**src/rtl/adder_pkg.sv**
```systemverilog
// Shared constants, stage-count helper and per-stage pipeline record for pipe_cla_adder.
package adder_pkg;

  localparam int unsigned DEF_WIDTH = 32;
  localparam int unsigned DEF_SEG   = 16;

  function automatic int unsigned calc_nseg(input int unsigned width, input int unsigned seg);
    return width / seg;
  endfunction

  typedef struct packed {
    logic valid;
    logic carry;
    logic msb_a;
    logic msb_b;
  } stage_rec_t;

endpackage

```
**src/rtl/cla_segment.sv**
```systemverilog
// Combinational SEG-bit carry-lookahead adder: every carry is a flat
// generate/propagate expression of the segment inputs and cin.
module cla_segment #(
  parameter int unsigned SEG = 16
) (
  input  logic [SEG-1:0] a,
  input  logic [SEG-1:0] b,
  input  logic           cin,
  output logic [SEG-1:0] s,
  output logic           cout
);

  logic [SEG-1:0] g;
  logic [SEG-1:0] p;
  logic [SEG:0]   c;
  logic           gen_t;
  logic           prop_t;

  assign g = a & b;
  assign p = a ^ b;

  // c[i+1] = g[i] | p[i]g[i-1] | ... | p[i]..p[0]cin
  always_comb begin
    c      = '0;
    gen_t  = 1'b0;
    prop_t = 1'b0;
    c[0]   = cin;
    for (int i = 0; i < int'(SEG); i++) begin
      gen_t  = g[i];
      prop_t = p[i];
      for (int j = i - 1; j >= 0; j--) begin
        gen_t  = gen_t | (prop_t & g[j]);
        prop_t = prop_t & p[j];
      end
      c[i+1] = gen_t | (prop_t & cin);
    end
  end

  assign s    = p ^ c[SEG-1:0];
  assign cout = c[SEG];

endmodule

```
**src/rtl/pipe_cla_adder.sv**
```systemverilog
// Pipelined segmented CLA adder/subtractor with valid/ready backpressure.
// Define ADDER_FLAGS_EN to build the ovf/zero flags and MSB carry-forward.
module pipe_cla_adder
  import adder_pkg::*;
#(
  parameter int unsigned WIDTH = DEF_WIDTH,
  parameter int unsigned SEG   = DEF_SEG
) (
  input  logic             clk,
  input  logic             rst,
  input  logic             in_valid,
  output logic             in_ready,
  input  logic [WIDTH-1:0] a,
  input  logic [WIDTH-1:0] b,
  input  logic             c_in,
  input  logic             sub,
  output logic             out_valid,
  input  logic             out_ready,
  output logic [WIDTH-1:0] sum,
  output logic             c_out,
  output logic             ovf,
  output logic             zero
);

  localparam int unsigned NSEG = calc_nseg(WIDTH, SEG);

  if (SEG == 0 || (WIDTH % SEG) != 0 || NSEG < 1) begin : g_bad_cfg
    $error("pipe_cla_adder: WIDTH must be a non-zero multiple of SEG");
  end

  logic             adv;
  logic [WIDTH-1:0] b_eff;
  logic             cin0;

  // Whole pipeline moves together unless the output is held
  assign adv      = !out_valid || out_ready;
  assign in_ready = adv;
  assign b_eff    = sub ? ~b : b;
  assign cin0     = sub | c_in;

  for (genvar k = 0; k < int'(NSEG); k++) begin : g_stage
    localparam int unsigned REM = WIDTH - k * SEG;

    logic [REM-1:0]         a_in;
    logic [REM-1:0]         b_in;
    logic                   ci;
    logic                   v_in;
    logic [SEG-1:0]         s_seg;
    logic                   co;
    logic [(k+1)*SEG-1:0]   s_acc;
`ifdef ADDER_FLAGS_EN
    logic                   ma_in;
    logic                   mb_in;
`endif

    if (k == 0) begin : g_src
      assign a_in  = a;
      assign b_in  = b_eff;
      assign ci    = cin0;
      assign v_in  = in_valid;
      assign s_acc = s_seg;
`ifdef ADDER_FLAGS_EN
      assign ma_in = a[WIDTH-1];
      assign mb_in = b_eff[WIDTH-1];
`endif
    end else begin : g_src
      assign a_in  = g_stage[k-1].g_pipe.a_sk;
      assign b_in  = g_stage[k-1].g_pipe.b_sk;
      assign ci    = g_stage[k-1].g_pipe.rec.carry;
      assign v_in  = g_stage[k-1].g_pipe.rec.valid;
      assign s_acc = {s_seg, g_stage[k-1].g_pipe.s_dk};
`ifdef ADDER_FLAGS_EN
      assign ma_in = g_stage[k-1].g_pipe.rec.msb_a;
      assign mb_in = g_stage[k-1].g_pipe.rec.msb_b;
`endif
    end

    cla_segment #(.SEG(SEG)) u_cla (
      .a    (a_in[SEG-1:0]),
      .b    (b_in[SEG-1:0]),
      .cin  (ci),
      .s    (s_seg),
      .cout (co)
    );

    if (k < int'(NSEG) - 1) begin : g_pipe
      stage_rec_t             rec;
      logic [REM-SEG-1:0]     a_sk;
      logic [REM-SEG-1:0]     b_sk;
      logic [(k+1)*SEG-1:0]   s_dk;

      // Only the record needs reset; data of an invalid stage is don't-care
      always_ff @(posedge clk) begin
        if (rst) begin
          rec <= '0;
        end else if (adv) begin
          rec.valid <= v_in;
          rec.carry <= co;
`ifdef ADDER_FLAGS_EN
          rec.msb_a <= ma_in;
          rec.msb_b <= mb_in;
`endif
        end
      end

      always_ff @(posedge clk) begin
        if (adv) begin
          a_sk <= a_in[REM-1:SEG];
          b_sk <= b_in[REM-1:SEG];
          s_dk <= s_acc;
        end
      end
    end else begin : g_out
      always_ff @(posedge clk) begin
        if (rst) begin
          out_valid <= 1'b0;
          sum       <= '0;
          c_out     <= 1'b0;
          ovf       <= 1'b0;
          zero      <= 1'b0;
        end else if (adv) begin
          out_valid <= v_in;
          sum       <= s_acc;
          c_out     <= co;
`ifdef ADDER_FLAGS_EN
          ovf       <= (ma_in == mb_in) && (s_seg[SEG-1] != ma_in);
          zero      <= ~|s_acc;
`else
          ovf       <= 1'b0;
          zero      <= 1'b0;
`endif
        end
      end
    end
  end

endmodule

```
**config.mk**
```make
export PLATFORM = sky130hd
export DESIGN_NAME = pipe_cla_adder
export DESIGN_NICKNAME = d
export VERILOG_FILES = /design/src/rtl/adder_pkg.sv /design/src/rtl/cla_segment.sv /design/src/rtl/pipe_cla_adder.sv
export SDC_FILE = /design/constraint.sdc
export NUM_CORES = 1
export LEC_CHECK = 0
export CAP_MARGIN = 15
export CORE_MARGIN = 10
export CORE_UTILIZATION = 27
export CTS_CLUSTER_DIAMETER = 50
export DETAILED_ROUTE_END_ITERATION = 8
export HOLD_SLACK_MARGIN = 0.02
export PLACE_DENSITY = 0.56
export SLEW_MARGIN = 20
export SYNTH_ARGS = -nofsm -noshare
export SYNTH_HDL_FRONTEND = slang
export SYNTH_SLANG_ARGS = --single-unit
```
**constraint.sdc**
```tcl
create_clock -name clk -period 3.8 [get_ports clk]
set_input_delay 0.95 -clock clk [delete_from_list [all_inputs] [get_ports clk]]
set_output_delay 0.95 -clock clk [all_outputs]
set_load 0.01 [all_outputs]
```
### After elaboration in Yosys (flattened, before gate mapping)

Index checks and enable logic that the tools add are counted.

| operators by class | value |
|---|---|
| add/sub/neg operators | 0 |
| multipliers | 0 |
| div/mod/pow operators | 0 |
| $lt $le $gt $ge | 0 |
| equal/unequal tests | 0 |
| shifts and indexed selects | 0 |
| multiplexer cells | 1 |
| bitwise logic cells | 792 |
| reductions and logical operators | 2 |

Operators with widths:

| operator | number |
|---|---|
| AND 1 bit | 512 |
| OR 1 bit | 273 |
| bitwise XOR 16 bit | 4 |
| AND 16 bit | 2 |
| 2-to-1 mux 32 bit | 1 |
| inverter 32 bit | 1 |
| zero test 1 bit | 1 |
| logical OR 1 bit | 1 |

| storage, ports and cells | value |
|---|---|
| flip-flop bits (word level) | 84 |
| bits in latches | 0 |
| bits in writable memories | 0 |
| ROM bits | 0 |
| output and inout port bits | 37 |
| logic and storage cells | 803 |
| memories | 0 |

### Longest topological paths before layout

| logic depth | value |
|---|---|
| depth in word-level cells | 20 |
| gate-level depth with buffers | 10 |

### Cells and area by module

From an unflattened synthesis, not the netlist that was laid out.

| unflattened totals | value |
|---|---|
| cell total of the unflattened synthesis | 408 |
| area, all modules | 4,698.3 sq um |

Modules (own cells, without submodules):

| module | times used | cells an instance | area each (sq um) | seq. area each (sq um) |
|---|---|---|---|---|
| pipe_cla_adder | 1 | 250 | 3,374.5 | 2,162.1 |
| cla_segment (g_stage[0].u_cla) | 1 | 78 | 674.4 | 0.0 |
| cla_segment (g_stage[1].u_cla) | 1 | 80 | 649.4 | 0.0 |

### Least setup slack after synthesis

No wires, ideal clock.

| timing path | value |
|---|---|
| kind | input to output |
| start point | input out_ready |
| end point | output in_ready |
| arrival | 2.813 ns |
| data required time | 2.850 ns |
| setup slack | 0.037 ns |
| stages | 4 |
| path buffers | 2 |
| path through | nor2b_1 > clkbuf_1 > clkinv_1 > clkbuf_1 |

| between the ends | value |
|---|---|
| cells in the longest elaborated chain, start to end | 1 |

RTL lines:

| item | RTL line | source |
|---|---|---|
| start: declaration | pipe_cla_adder.sv:18 | `input logic out_ready,` |
| logical OR 1 bit | pipe_cla_adder.sv:36 | `assign adv = !out_valid \|\| out_ready;` |
| end: declaration | pipe_cla_adder.sv:12 | `output logic in_ready,` |

Every way passes these cells.

### Worst setup path after layout

| timing path | value |
|---|---|
| start point | input b[1] |
| end point | register g_stage[0].g_pipe.s_dk[15] (data pin) |

| between the ends | value |
|---|---|
| cells in the longest elaborated chain, start to end | 8 |
| elaborated cells between the ends (all ways) | 13 |
| those cells by class | mux: 1; bitwise: 12 |

RTL lines:

| item | RTL line | source |
|---|---|---|
| start: declaration | pipe_cla_adder.sv:14 | `input logic [WIDTH-1:0] b,` |
| inverter 32 bit | pipe_cla_adder.sv:38 | `assign b_eff = sub ? ~b : b;` |
| 2-to-1 mux 32 bit (*) | pipe_cla_adder.sv:38 |  |
| AND 16 bit or bitwise XOR 16 bit (tied branches) | cla_segment.sv:19, cla_segment.sv:20 |  |
| AND 1 bit (on tied branches) | cla_segment.sv:32, cla_segment.sv:33 |  |
| OR 1 bit (tied with other cells) | cla_segment.sv:32 | `gen_t = gen_t \| (prop_t & g[j]);` |
| OR 1 bit or AND 1 bit (tied branches) | cla_segment.sv:32, cla_segment.sv:35 |  |
| OR 1 bit (*) | cla_segment.sv:35 | `c[i+1] = gen_t \| (prop_t & cin);` |
| bitwise XOR 16 bit (*) | cla_segment.sv:39 | `assign s = p ^ c[SEG-1:0];` |
| via g_stage[0].s_acc[15] | pipe_cla_adder.sv:50 | `logic [(k+1)*SEG-1:0] s_acc;` |
| end signal: assignment | pipe_cla_adder.sv:110 | `s_dk <= s_acc;` |
| end: declaration | pipe_cla_adder.sv:90 | `logic [(k+1)*SEG-1:0] s_dk;` |

Mark *: on every way through the listed nets, which the timed path passes. The rest lies on a longest branch.
A chain may end at the register's enable or synchronous reset.

==> qor.yml <==
finish:
  fin_nets: 625
  area_growth_syn_to_layout_pct: 37.11
  insertedDiodeCount: 0
  drive_gt1_share_pct: 6.107
  fillerInstances: 1555
  multi_input_area_um2: 2062
  ff_latch_area_um2: 2162
yosys:
  ys_top_cells_by_count: "57 x nand2_1, 48 x edfxtp_1, 37 x xor2_1"
  seq_area_frac_synth_pct: 49.71
  yosys_warnings: 0
  yosys.area.top_type: "edfxtp_1"
  synth_area_leaders: "edfxtp_1 33%, dfxtp_1 17%, ha_1 9.8%, xor2_1 7.5%, nand2_1 4.9%"
  synth_ff_type: "edfxtp_1"
  postSynthRegisterBits: 84
  synth-edff-count: 48
  yosysMostFrequentCell: "nand2_1"
  synthCells: 413
  synthArstFlopShare_pct: 0
  synth.avg_cell_area_um2: 10.53
  yosysUniqueCellTypes: 53
  synth_top_area_share_pct: 33.14
  syn_area_um2: 4349
routing:
  top_layer: "met4"
  route.met3.wl_um: 596
  met1Wirelength_um: 4690
  postRouteAntennaNets: 0
  drtPass1Iterations: 4
  wl_per_cell_um: 15.11
  dr_wl_met2_um: 5640
  drtIter0Drc: 133
  drc: 0
  via_per_inst: 4.497
  vias: 3328
  finalWirelength_um: 11180
global_route:
  grt_pass1_wl_um: 18290
  grt_max_degree: 49
  grt_antenna_before_repair: 0
  grt_overflow_total: 0
  grt_pass1_vias: 3612
  gr-usage-all-layers_pct: 10.62
setup_path:
  end_kind: "register"
  start_kind: "input pin"
  crit_path_max_incr_delay_ps: 470
  required_ps: 3880
  r2r-end: "sum[25]"
  path_common_cell: "a21oi_1"
  crit_slowest_cell: "clkdlybuf4s50_1"
  cp.arrival_ps: 3190
  r2r_slack_ps: 1370
  reg2reg_from: "g_stage[0].g_pipe.a_sk[0]"
  reg2reg_depth: 6
  path_class: "input pin to register"
  cp_cell_sequence: "clkdlybuf4s50_1 -> xor2_1 -> ha_1 -> a21oi_1 -> a21oi_1 -> o21a_1 -> a32o_1 -> o41ai_4 -> xnor2_1"
  critPathMaxFanout: 5
timing:
  worstMarginPinSlew_ps: 573.4
  fin_crit_ps: 3106
  finalSetupViolCount: 0
  setup_tns_ps: 0
  relSlewSlack_pct: 61.77
  fmax_mhz: 321.9
  skew_ps: 7.060
  slew_violations: 0
  hold_violations: 0
  rsz0062_at_grt: "false"
  finalWorstSetupSlack_ps: 693.7
  final.period_utilization_pct: 81.74
cts:
  cts_max_path_buffers: 2
  cts_repair_resize_count: 0
  post_cts_buffers: 0
  cts_tree: "built"
  ctsRootBufferMaster: "clkbuf_16"
  clock_latency_ps: 340
  clkSlewWorstSetupHoldPaths_ps: 60
  numCtsBuffers: 9
  htree_levels: 3
  hold_buffers: 0
  cts_sinks: 84
job:
  max-cap-violations: 0
floorplan:
  dieArea_um2: 21580
  initial_core_util_pct: 27.48
  coreArea_um2: 15830
  row_count: 46
  die_w_um: 146.9
  die_h_um: 146.9
  ios: 107
outcome:
  status: "finished, final reports clean"
min_path:
  holdPathEnd: "sum[11]"
  worstHoldPathType: "register to register"
  holdPathStages: 2
  min_from: "sum[11]"
power:
  vdd_ir_drop_max_v: 0.0001873
  power.density_nw_per_um2: 486.8
  leakage_nw: 2.364
placed_design:
  dp_slack_ps: 351.8
  numPortBuffers: 104
  gp_congestion: 0.8144
  dp_hpwl_um: 8599
-- placed cells by master, fill, tap and decap left out, drive strengths merged, types with 10 or more instances in the layout --
cell	count
inv	14
xnor2	11
nor2	30
edfxtp	48
dfxtp	36
clkbuf	11
a21oi	36
nand2	57
xor2	37
clkdlybuf4s50	103
o21ai	12
nor3	10
ha	34
-- cells by family after synthesis --
family	count (synthesis)	synth area share, %
buffers and inverters	31	3.021
xor gates and xnor gates	48	9.666
DFF	84	49.71
other	1	0.08622
adders and majority gates	36	10.70
AOI/OAI and AO/OA	92	14.53
muxes	2	0.4603
and+or+nand+nor	119	11.82
-- where the power goes --
group          internal (W)  leakage (nW)  switching, W  total [W]
sequential          0.00113         0.801     0.0000701    0.00120
combinational      0.000385          1.40      0.000358   0.000743
clock              0.000611         0.162      0.000345   0.000956
total               0.00213          2.36      0.000773    0.00290
-- state kept, by name, indices dropped and copies added (netlist names) --
name / flops
c_out: 1
g_stage.ci: 1
g_stage.g_pipe.a_sk: 16
g_stage.g_pipe.b_sk: 16
g_stage.g_pipe.s_dk: 16
g_stage.v_in: 1
out_valid: 1
sum: 32
-- metal layers --
layer	track usage (%)	vias up
met5	0	-
met4	5.104	0
met3	3.010	15
met2	18.61	94
met1	11.56	1533
li1	-	1686
-- worst max-delay path, delay by kind of cell --
kind | cells | cell delay [ps]
AO/OA/AOI/OAI | 5 | 1210
adder cells (fa/ha/maj) | 1 | 290
XOR/XNOR | 2 | 280
buffers and inverters | 1 | 470
-- area by class of cell --
type / count / share of cell area, %
Tap cell: 216 / 4.532
Multi-Input combinational cell: 299 / 34.58
Sequential cell: 84 / 36.26
Inverter: 14 / 0.8812
Timing Repair Buffer: 111 / 18.25
Clock inverter: 5 / 1.238
Clock buffer: 11 / 4.259
-- per-stage QoR --
step                      cells  util [%]  area [µm²]  power (W)  hold slack, ps
after floorplan             414         -        4353   0.001644           432.2
after global placement      724     35.60        5635   0.001955           438.3
after detailed placement    724     35.60        5635   0.001974           448.2
after CTS                   740     37.68        5963   0.002951           454.9
after global routing        740     37.68        5963   0.003078           472.5
final                       740     37.68        5963   0.002903           456.5
-- worst max path at each step --
stage / startpoint / depth (start not counted) / slack [ps] / to
after global placement: b[1] / 9 / 400 / g_stage[0].g_pipe.s_dk[15]
after global routing: b[1] / 9 / 480 / g_stage[0].g_pipe.s_dk[15]
after CTS: b[1] / 9 / 720 / g_stage[0].g_pipe.s_dk[15]
after floorplan: out_ready / 4 / 40 / in_ready
final: b[1] / 9 / 690 / g_stage[0].g_pipe.s_dk[15]
after detailed placement: b[1] / 9 / 350 / g_stage[0].g_pipe.s_dk[15]
Power figures use the tool's default switching activity.
